<file path="src/rtl/corr_dump_sequencer.sv">
// corr_dump_sequencer
// Services pending correlator dumps one at a time, in round-robin order.
// For each selected correlator it reads Cnt, Low, High and then Status over
// the shared register bus and presents {High,Low} with the count as a record.
// Status is always read last because that read clears the correlator's
// seen bit.
// Optional build macro CORR_DUMP_THRESH_EN: a record is presented only when
// |out_corr| >= threshold. Otherwise it is dropped silently. Without the
// macro, threshold is ignored.
module corr_dump_sequencer (
  input  logic        clk,
  input  logic        rst,
  input  logic [31:0] seen,
  input  logic [31:0] enable_mask,
  input  logic        bus_gnt,
  output logic        bus_req,
  output logic [31:0] addr,
  output logic        read,
  input  logic [31:0] Rdata,
  output logic        out_valid,
  input  logic        out_ready,
  output logic [4:0]  out_id,
  output logic [31:0] out_cnt,
  output logic [63:0] out_corr,
  input  logic [31:0] threshold
);

  localparam logic [31:0] CORR_BASE = 32'hFE000740;

  typedef enum logic [2:0] {
    IDLE    = 3'd0,
    SEL     = 3'd1,
    RD_CNT  = 3'd2,
    RD_LOW  = 3'd3,
    RD_HIGH = 3'd4,
    RD_STAT = 3'd5,
    EMIT    = 3'd6
  } state_t;

  state_t      state_reg, state_next;
  logic [4:0]  cur_id_reg, last_id_reg;
  logic [31:0] out_cnt_reg;
  logic [63:0] out_corr_reg;

  logic [31:0] pending;
  logic        any_pending;
  logic [4:0]  start_id;
  logic [31:0] rot_pending;
  logic [4:0]  sel_off;
  logic [4:0]  sel_id;
  logic        is_rd_state;
  logic [31:0] rd_offset;
  logic        emit_pass;
  logic        emit_done;

  // The mask only gates selection; an in-progress sequence ignores it.
  assign pending     = seen & enable_mask;
  assign any_pending = |pending;
  assign start_id    = last_id_reg + 5'd1;

  // Rotate the pending set so that bit 0 is the correlator after the last one served.
  generate
    for (genvar gi = 0; gi < 32; gi++) begin : g_rot
      assign rot_pending[gi] = pending[start_id + 5'(gi)];
    end
  endgenerate

  // Lowest set bit of the rotated set gives the round-robin winner.
  always_comb begin
    sel_off = 5'd0;
    for (int i = 31; i >= 0; i--) begin
      if (rot_pending[i]) sel_off = 5'(i);
    end
  end

  assign sel_id = start_id + sel_off;

  // Magnitude test on the captured value; -2^63 negates to 2^63, which passes.
`ifdef CORR_DUMP_THRESH_EN
  logic [63:0] corr_mag;
  assign corr_mag  = out_corr_reg[63] ? (~out_corr_reg + 64'd1) : out_corr_reg;
  assign emit_pass = (corr_mag >= {32'd0, threshold});
`else
  logic unused_threshold;
  assign unused_threshold = ^threshold;
  assign emit_pass        = 1'b1;
`endif

  // A record leaves EMIT on handshake, or at once when it is filtered out.
  assign emit_done = (state_reg == EMIT) && (!emit_pass || out_ready);

  // State register.
  always_ff @(posedge clk) begin
    if (rst) state_reg <= IDLE;
    else     state_reg <= state_next;
  end

  // Next-state logic; bus read states only advance while the bus is granted.
  always_comb begin
    state_next = state_reg;
    case (state_reg)
      IDLE:    if (any_pending) state_next = SEL;
      SEL:     state_next = any_pending ? RD_CNT : IDLE;
      RD_CNT:  if (bus_gnt) state_next = RD_LOW;
      RD_LOW:  if (bus_gnt) state_next = RD_HIGH;
      RD_HIGH: if (bus_gnt) state_next = RD_STAT;
      RD_STAT: if (bus_gnt) state_next = EMIT;
      EMIT:    if (emit_done) state_next = any_pending ? SEL : IDLE;
      default: state_next = IDLE;
    endcase
  end

  // Output decode: bus request spans SEL..RD_STAT, reads only with grant.
  always_comb begin
    bus_req     = 1'b0;
    is_rd_state = 1'b0;
    rd_offset   = 32'd0;
    out_valid   = 1'b0;
    case (state_reg)
      SEL:     bus_req = 1'b1;
      RD_CNT:  begin bus_req = 1'b1; is_rd_state = 1'b1; rd_offset = 32'h0; end
      RD_LOW:  begin bus_req = 1'b1; is_rd_state = 1'b1; rd_offset = 32'h4; end
      RD_HIGH: begin bus_req = 1'b1; is_rd_state = 1'b1; rd_offset = 32'h8; end
      RD_STAT: begin bus_req = 1'b1; is_rd_state = 1'b1; rd_offset = 32'hC; end
      EMIT:    out_valid = emit_pass;
      default: ;
    endcase
    read = is_rd_state && bus_gnt;
    addr = is_rd_state ? (CORR_BASE + {23'd0, cur_id_reg, 4'd0} + rd_offset) : 32'd0;
  end

  // Datapath: latch the winner, capture read data, remember the last served id.
  always_ff @(posedge clk) begin
    if (rst) begin
      cur_id_reg   <= 5'd0;
      last_id_reg  <= 5'd31;
      out_cnt_reg  <= 32'd0;
      out_corr_reg <= 64'd0;
    end else begin
      if (state_reg == SEL && any_pending) cur_id_reg <= sel_id;
      if (read && state_reg == RD_CNT)  out_cnt_reg         <= Rdata;
      if (read && state_reg == RD_LOW)  out_corr_reg[31:0]  <= Rdata;
      if (read && state_reg == RD_HIGH) out_corr_reg[63:32] <= Rdata;
      if (emit_done) last_id_reg <= cur_id_reg;
    end
  end

  assign out_id   = cur_id_reg;
  assign out_cnt  = out_cnt_reg;
  assign out_corr = out_corr_reg;

endmodule

</file>
<file path="config.mk">
export PLATFORM = sky130hd
export DESIGN_NAME = corr_dump_sequencer
export DESIGN_NICKNAME = d
export VERILOG_FILES = /design/src/rtl/corr_dump_sequencer.sv
export SDC_FILE = /design/constraint.sdc
export NUM_CORES = 1
export LEC_CHECK = 0
export BUFFER_PORTS_ARGS = -buffer_cell sky130_fd_sc_hd__buf_2
export CAP_MARGIN = 15
export CORE_ASPECT_RATIO = 0.8
export CORE_MARGIN = 4
export CORE_UTILIZATION = 55
export CTS_CLUSTER_DIAMETER = 40
export DETAILED_ROUTE_END_ITERATION = 8
export PLACE_DENSITY_LB_ADDON = 0.15
export SLEW_MARGIN = 10
export SYNTH_ARGS = -nofsm -noshare
export SYNTH_HDL_FRONTEND = slang
export SYNTH_SLANG_ARGS = --single-unit
export TNS_END_PERCENT = 20
</file>
<file path="constraint.sdc">
create_clock -name clk -period 12.8 [get_ports clk]
set_input_delay 1.92 -clock clk [delete_from_list [all_inputs] [get_ports clk]]
set_output_delay 1.92 -clock clk [all_outputs]
set_load 0.01 [all_outputs]
</file>
**Word level (Yosys, flattened, before mapping)**

Index checks and enable logic that the tools add are counted.

- Add/sub/neg operators: 35
- Order comparisons: 32
- Eq/ne operators: 12
- Mux-type cells: 110
- Bitwise gates (word level): 1
- Reductions and logical operators: 11

Operator list:

| kind | count |
|---|---|
| $lt A5 B6 Y1 const B | 32 |
| $bmux W1 S5 | 32 |
| $mux W5 | 32 |
| $add A5 B5 Y5 const B | 16 |
| $add A5 B4 Y5 const B | 8 |
| $mux W1 | 36 |
| $add A32 B32 Y32 | 1 |
| $and A32 B32 Y32 | 1 |
| $mux W32 | 1 |
| $reduce_or A32 Y1 | 1 |
| $add A26 B10 Y27 const A | 1 |
| $pmux W3 S7 | 1 |
| $add A5 B3 Y5 const B | 4 |
| $mux W3 | 6 |
| $ne A2 B2 Y1 const B | 6 |
| $pmux W4 S3 | 1 |
| $add A5 B1 Y5 const B | 2 |
| $add A5 B2 Y5 const B | 2 |
| $eq A3 B3 Y1 const B | 3 |
| $eq A3 B2 Y1 const B | 2 |
| $logic_and A1 B1 Y1 | 6 |
| $reduce_and A6 Y1 | 1 |
| $add A5 B5 Y5 | 1 |
| $reduce_or A5 Y1 | 1 |
| other kinds (4) | 4 |

- Flip-flop bits (word level): 109
- Input bits: 132
- Output and inout bits: 136

**Logic depth before layout (Yosys ltp)**

- Depth after elaboration: 37
- Mapped depth: 26

**Least setup slack after synthesis**

OpenSTA, ideal clock, no wires.

- Path kind: register to register
- Start point: register last_id_reg[0]
- End point: register cur_id_reg[4], in the netlist out_id[4]
- Setup time: 0.116 ns
- Data arrival time: 5.171 ns
- Data required time: 12.684 ns
- Slack: 7.513 ns
- Stages on the path, launching flop included: 24
- Buffers on the path: 5
- Cells stage by stage: dfxtp_1 -> buf_6 -> clkinv_1 -> clkbuf_1 -> ha_1 -> buf_2 -> inv_2 -> buf_2 -> ha_1 -> buf_1 -> mux4_2 -> mux4_2 -> nand2_1 -> a2111oi_0 -> o31a_1 -> nand3b_1 -> a31o_2 -> fa_1 -> inv_1 -> a21o_1 -> a21oi_1 -> xnor2_1 -> xnor2_1 -> a31o_1

- Longest elaborated chain between the ends: 37

Ends and longest elaborated chain:

| what | line | RTL |
|---|---|---|
| start: declaration | 41 | `logic [4:0] cur_id_reg, last_id_reg;` |
| start signal: assignment | 144 | `if (emit_done) last_id_reg <= cur_id_reg;` |
| $add A5 B1 Y5 (*) | 59 | `assign start_id = last_id_reg + 5'd1;` |
| $add A5 B5 Y5 | 64 | `assign rot_pending[gi] = pending[start_id + 5'(gi)];` |
| $bmux W1 S5 | 64 |  |
| $mux W1 (implied by the code) | 64 |  |
| $mux W5 (32 in a row) | 72 | `if (rot_pending[i]) sel_off = 5'(i);` |
| $add A5 B5 Y5 (*) | 76 | `assign sel_id = start_id + sel_off;` |
| end signal: assignment | 140 | `if (state_reg == SEL && any_pending) cur_id_reg <= sel_id;` |
| end: declaration | 41 |  |

Every way passes the cells marked *; elsewhere a longest branch is shown, timed or not. The select of a mux whose other input is x is not followed.
A chain may end at the register's enable or synchronous reset.

**Worst setup path after layout**

Ends and elaborated chain as after synthesis.

==> results.sh <==
export IMPL_grt_pass1_wl_um=42500
export IMPL_clock_skew_ns=0.01106
export IMPL_drtIter0Drc=922
export IMPL_timing_fmax_ghz=0.1297
export IMPL_hold_viol=0
export IMPL_finalCriticalPeriod_ns=7.709
export IMPL_largest_reg_flops=64
export IMPL_synthCells=1052
export IMPL_hp_class="flop to flop"
export IMPL_r2r_cells=20
export IMPL_cts_tree="yes"
export IMPL_drt_total_wl_um=27750
export IMPL_holdWs_ns=0.4494
export IMPL_cp_end_kind="flop"
export IMPL_hold_start="out_cnt[1]"
export IMPL_start_util_pct=55.85
export IMPL_start_kind="flop"
export IMPL_ys_warn_count=0
export IMPL_final_layout_size_suffix_gt1_share_pct=28.24
export IMPL_wl_per_cell_um=19.46
export IMPL_rrSetupSlack_ns=5.09
export IMPL_crit_slowest_cell="ha_4"
export IMPL_die_h_um=121.1
export IMPL_p_per_area_nw_per_um2=87.40
export IMPL_postRouteAntennaNets=0
export IMPL_cp_arrival_ns=7.94
export IMPL_cp_max_fo=73
export IMPL_synthTopCellsByArea="dfxtp_1, mux4_2, nand2_1, a21oi_1, o21a_1"
export IMPL_yosysSeqAreaShare_pct=24.81
export IMPL_final_core_util_pct=63.92
export IMPL_htreeDepth=3
export IMPL_cts_hold_buf=0
export IMPL_relSlewSlack_pct=25.60
export IMPL_setup_violations_final=0
export IMPL_overflow=0
export IMPL_yosysTopAreaCellShare_pct=24.81
export IMPL_hold_end="out_cnt[1]"
export IMPL_hold_depth=2
export IMPL_clk_pin_slew_ns=0.07
export IMPL_met2WireLength_um=11740
export IMPL_async_reset_ff_share_pct=0
export IMPL_hpwl_um=20840
export IMPL_firstDrtPassIters=5
export IMPL_crit_required_ns=13.04
export IMPL_grtUsageTotal_pct=29.45
export IMPL_grt_pass1_vias=7832
export IMPL_post_cts_repair_setup_buffers=0
export IMPL_placeableCoreArea_um2=15750
export IMPL_portBuffers=220
export IMPL_leakagePower_nw=4.078
export IMPL_synth_ff_type="dfxtp_1"
export IMPL_synthTopCellsByCount="nand2_1, dfxtp_1, a21oi_1"
export IMPL_vias=8920
export IMPL_grt_setup_unrepaired="no"
export IMPL_cpPeakStageDelay_ns=0.92
export IMPL_routabilityCongestion=0.9861
export IMPL_antenna_found_initial=0
export IMPL_dr_max_layer_used="met4"
export IMPL_finalWorstSetupSlack_ns=5.091
export IMPL_rows=41
export IMPL_grt_start_max_net_pins=110
export IMPL_timing_rr_start="last_id_reg[0]"
export IMPL_post_synth_top_count_cell="nand2_1"
export IMPL_drv_slew=0
export IMPL_detail_route_vias_per_cell=6.255
export IMPL_synth_top_cell_by_area="dfxtp_1"
export IMPL_wl_met3_um=3560
export IMPL_netlist_cell_type_count=68
export IMPL_synth_edf_count=0
export IMPL_die_width_um=149.4
export IMPL_clock_latency_ns=0.34
export IMPL_status="finished, final reports clean"
export IMPL_crit_type="flop to flop"
export IMPL_cts_resized=0
export IMPL_clk_path_buf_depth=2
export IMPL_crit_top_cell="mux2i_1"
export IMPL_met1Wirelength_um=11720
export IMPL_ys_ff_latch=109
export IMPL_fill_cells=1405
export IMPL_clock_sinks=109
export IMPL_dp_slack_ns=5.312
export IMPL_worst_r2r_endpoint="out_id[4]"
export IMPL_tightest_slew_ns=1.116
export IMPL_cap_violations=0
export IMPL_antenna_cells=0
export IMPL_ir_drop_mv=0.06697
export IMPL_io_pin_count=268
export IMPL_period_share_pct=60.22
export IMPL_cp_cell_sequence="clkinv_1 > ha_4 > buf_4 > ha_1 > inv_2 > mux4_2 > mux2i_1 > mux2i_1 > mux2i_1 > a2111oi_0 > o31a_1 > nand3b_1 > a31o_2 > fa_1 > inv_1 > a21o_1 > a21oi_1 > xnor2_1 > xnor2_1 > a31o_1"
export IMPL_clockRootBuffer="clkbuf_16"
export IMPL_tns_ns=0
export IMPL_finalPower_mw=0.8799
export IMPL_drcViolationCount=0
export IMPL_syn_mean_instance_area_um2=8.361
export IMPL_synthesis_area_um2=8796
export IMPL_die_area_um2=18090
export IMPL_nNetsFinal=1353
export IMPL_syn2layout_area_growth_pct=14.45
export IMPL_cts_inserted_buffers=9
[report_power, final]
group	switching (mW)	internal (mW)	total, mW	leakage, nW
logic	0.142	0.0991	0.241	3.05
registers	0.00988	0.350	0.360	0.881
clock network	0.122	0.157	0.278	0.149
[final cells by class]
cell class | count | area, um2 | share of cell area [%]
Sequential cell | 109 | 2186 | 21.71
Clock inverter | 5 | 57.56 | 0.5717
Timing Repair Buffer | 230 | 1179 | 11.71
Clock buffer | 10 | 239.0 | 2.374
Inverter | 14 | 52.55 | 0.5220
Multi-Input combinational cell | 843 | 6085 | 60.44
Tap cell | 215 | 269.0 | 2.672
[through the flow]
step                area, um2  cells
CTS                     10070   1426
global route            10070   1426
finish                  10070   1426
detailed placement       9771   1411
global placement         9771   1411
floorplan                8848   1066
[layer usage]
layer | vias up | global-route usage, %
met5 | - | 0
met4 | 0 | 8.519
met3 | 55 | 10.79
met2 | 489 | 41.27
met1 | 4203 | 42.53
li1 | 4173 | -
[cells by family after synthesis]
family / share of synthesized area [%]
and+or+nand+nor: 22.80
DFF: 24.81
other: 0.04263
buffers and inverters: 6.757
adders and majority gates: 2.077
muxes: 21.78
xor gates and xnor gates: 3.073
AOI/OAI and AO/OA: 18.66
[critical path: cells and delay by family, from the launching register on]
family	cells	cell delay, ns
AOI/OAI and AO/OA	6	1.12
xor gates and xnor gates	2	0.28
adders and majority gates	3	1.70
buffers and inverters	4	1.77
DFF	1	0.77
muxes	4	1.70
and+or+nand+nor	1	0.21
[cells in the final DEF (no fill, tap or decap), types with 26 or more instances in the layout]
cell       n
buf_2    219
nand2_1  243
o21ai_0   47
dfxtp_1  108
mux4_2    69
mux2i_1   26
o21a_1    36
a21oi_1  107
nand4_1   29
nand3_1   49
[worst max-delay path by stage]
stage | cells after the start | slack, ns | start | end
2_1_floorplan | 23 | 7.51 | last_id_reg[0] | out_id[4]
5_1_grt | 20 | 4.80 | last_id_reg[0] | out_id[4]
4_1_cts | 20 | 5.30 | last_id_reg[0] | out_id[4]
3_5_place_dp | 20 | 5.31 | last_id_reg[0] | out_id[4]
6_report | 20 | 5.09 | last_id_reg[0] | out_id[4]
3_3_place_gp | 20 | 5.39 | last_id_reg[0] | out_id[4]
No activity file was read; power rests on OpenSTA's default activity.
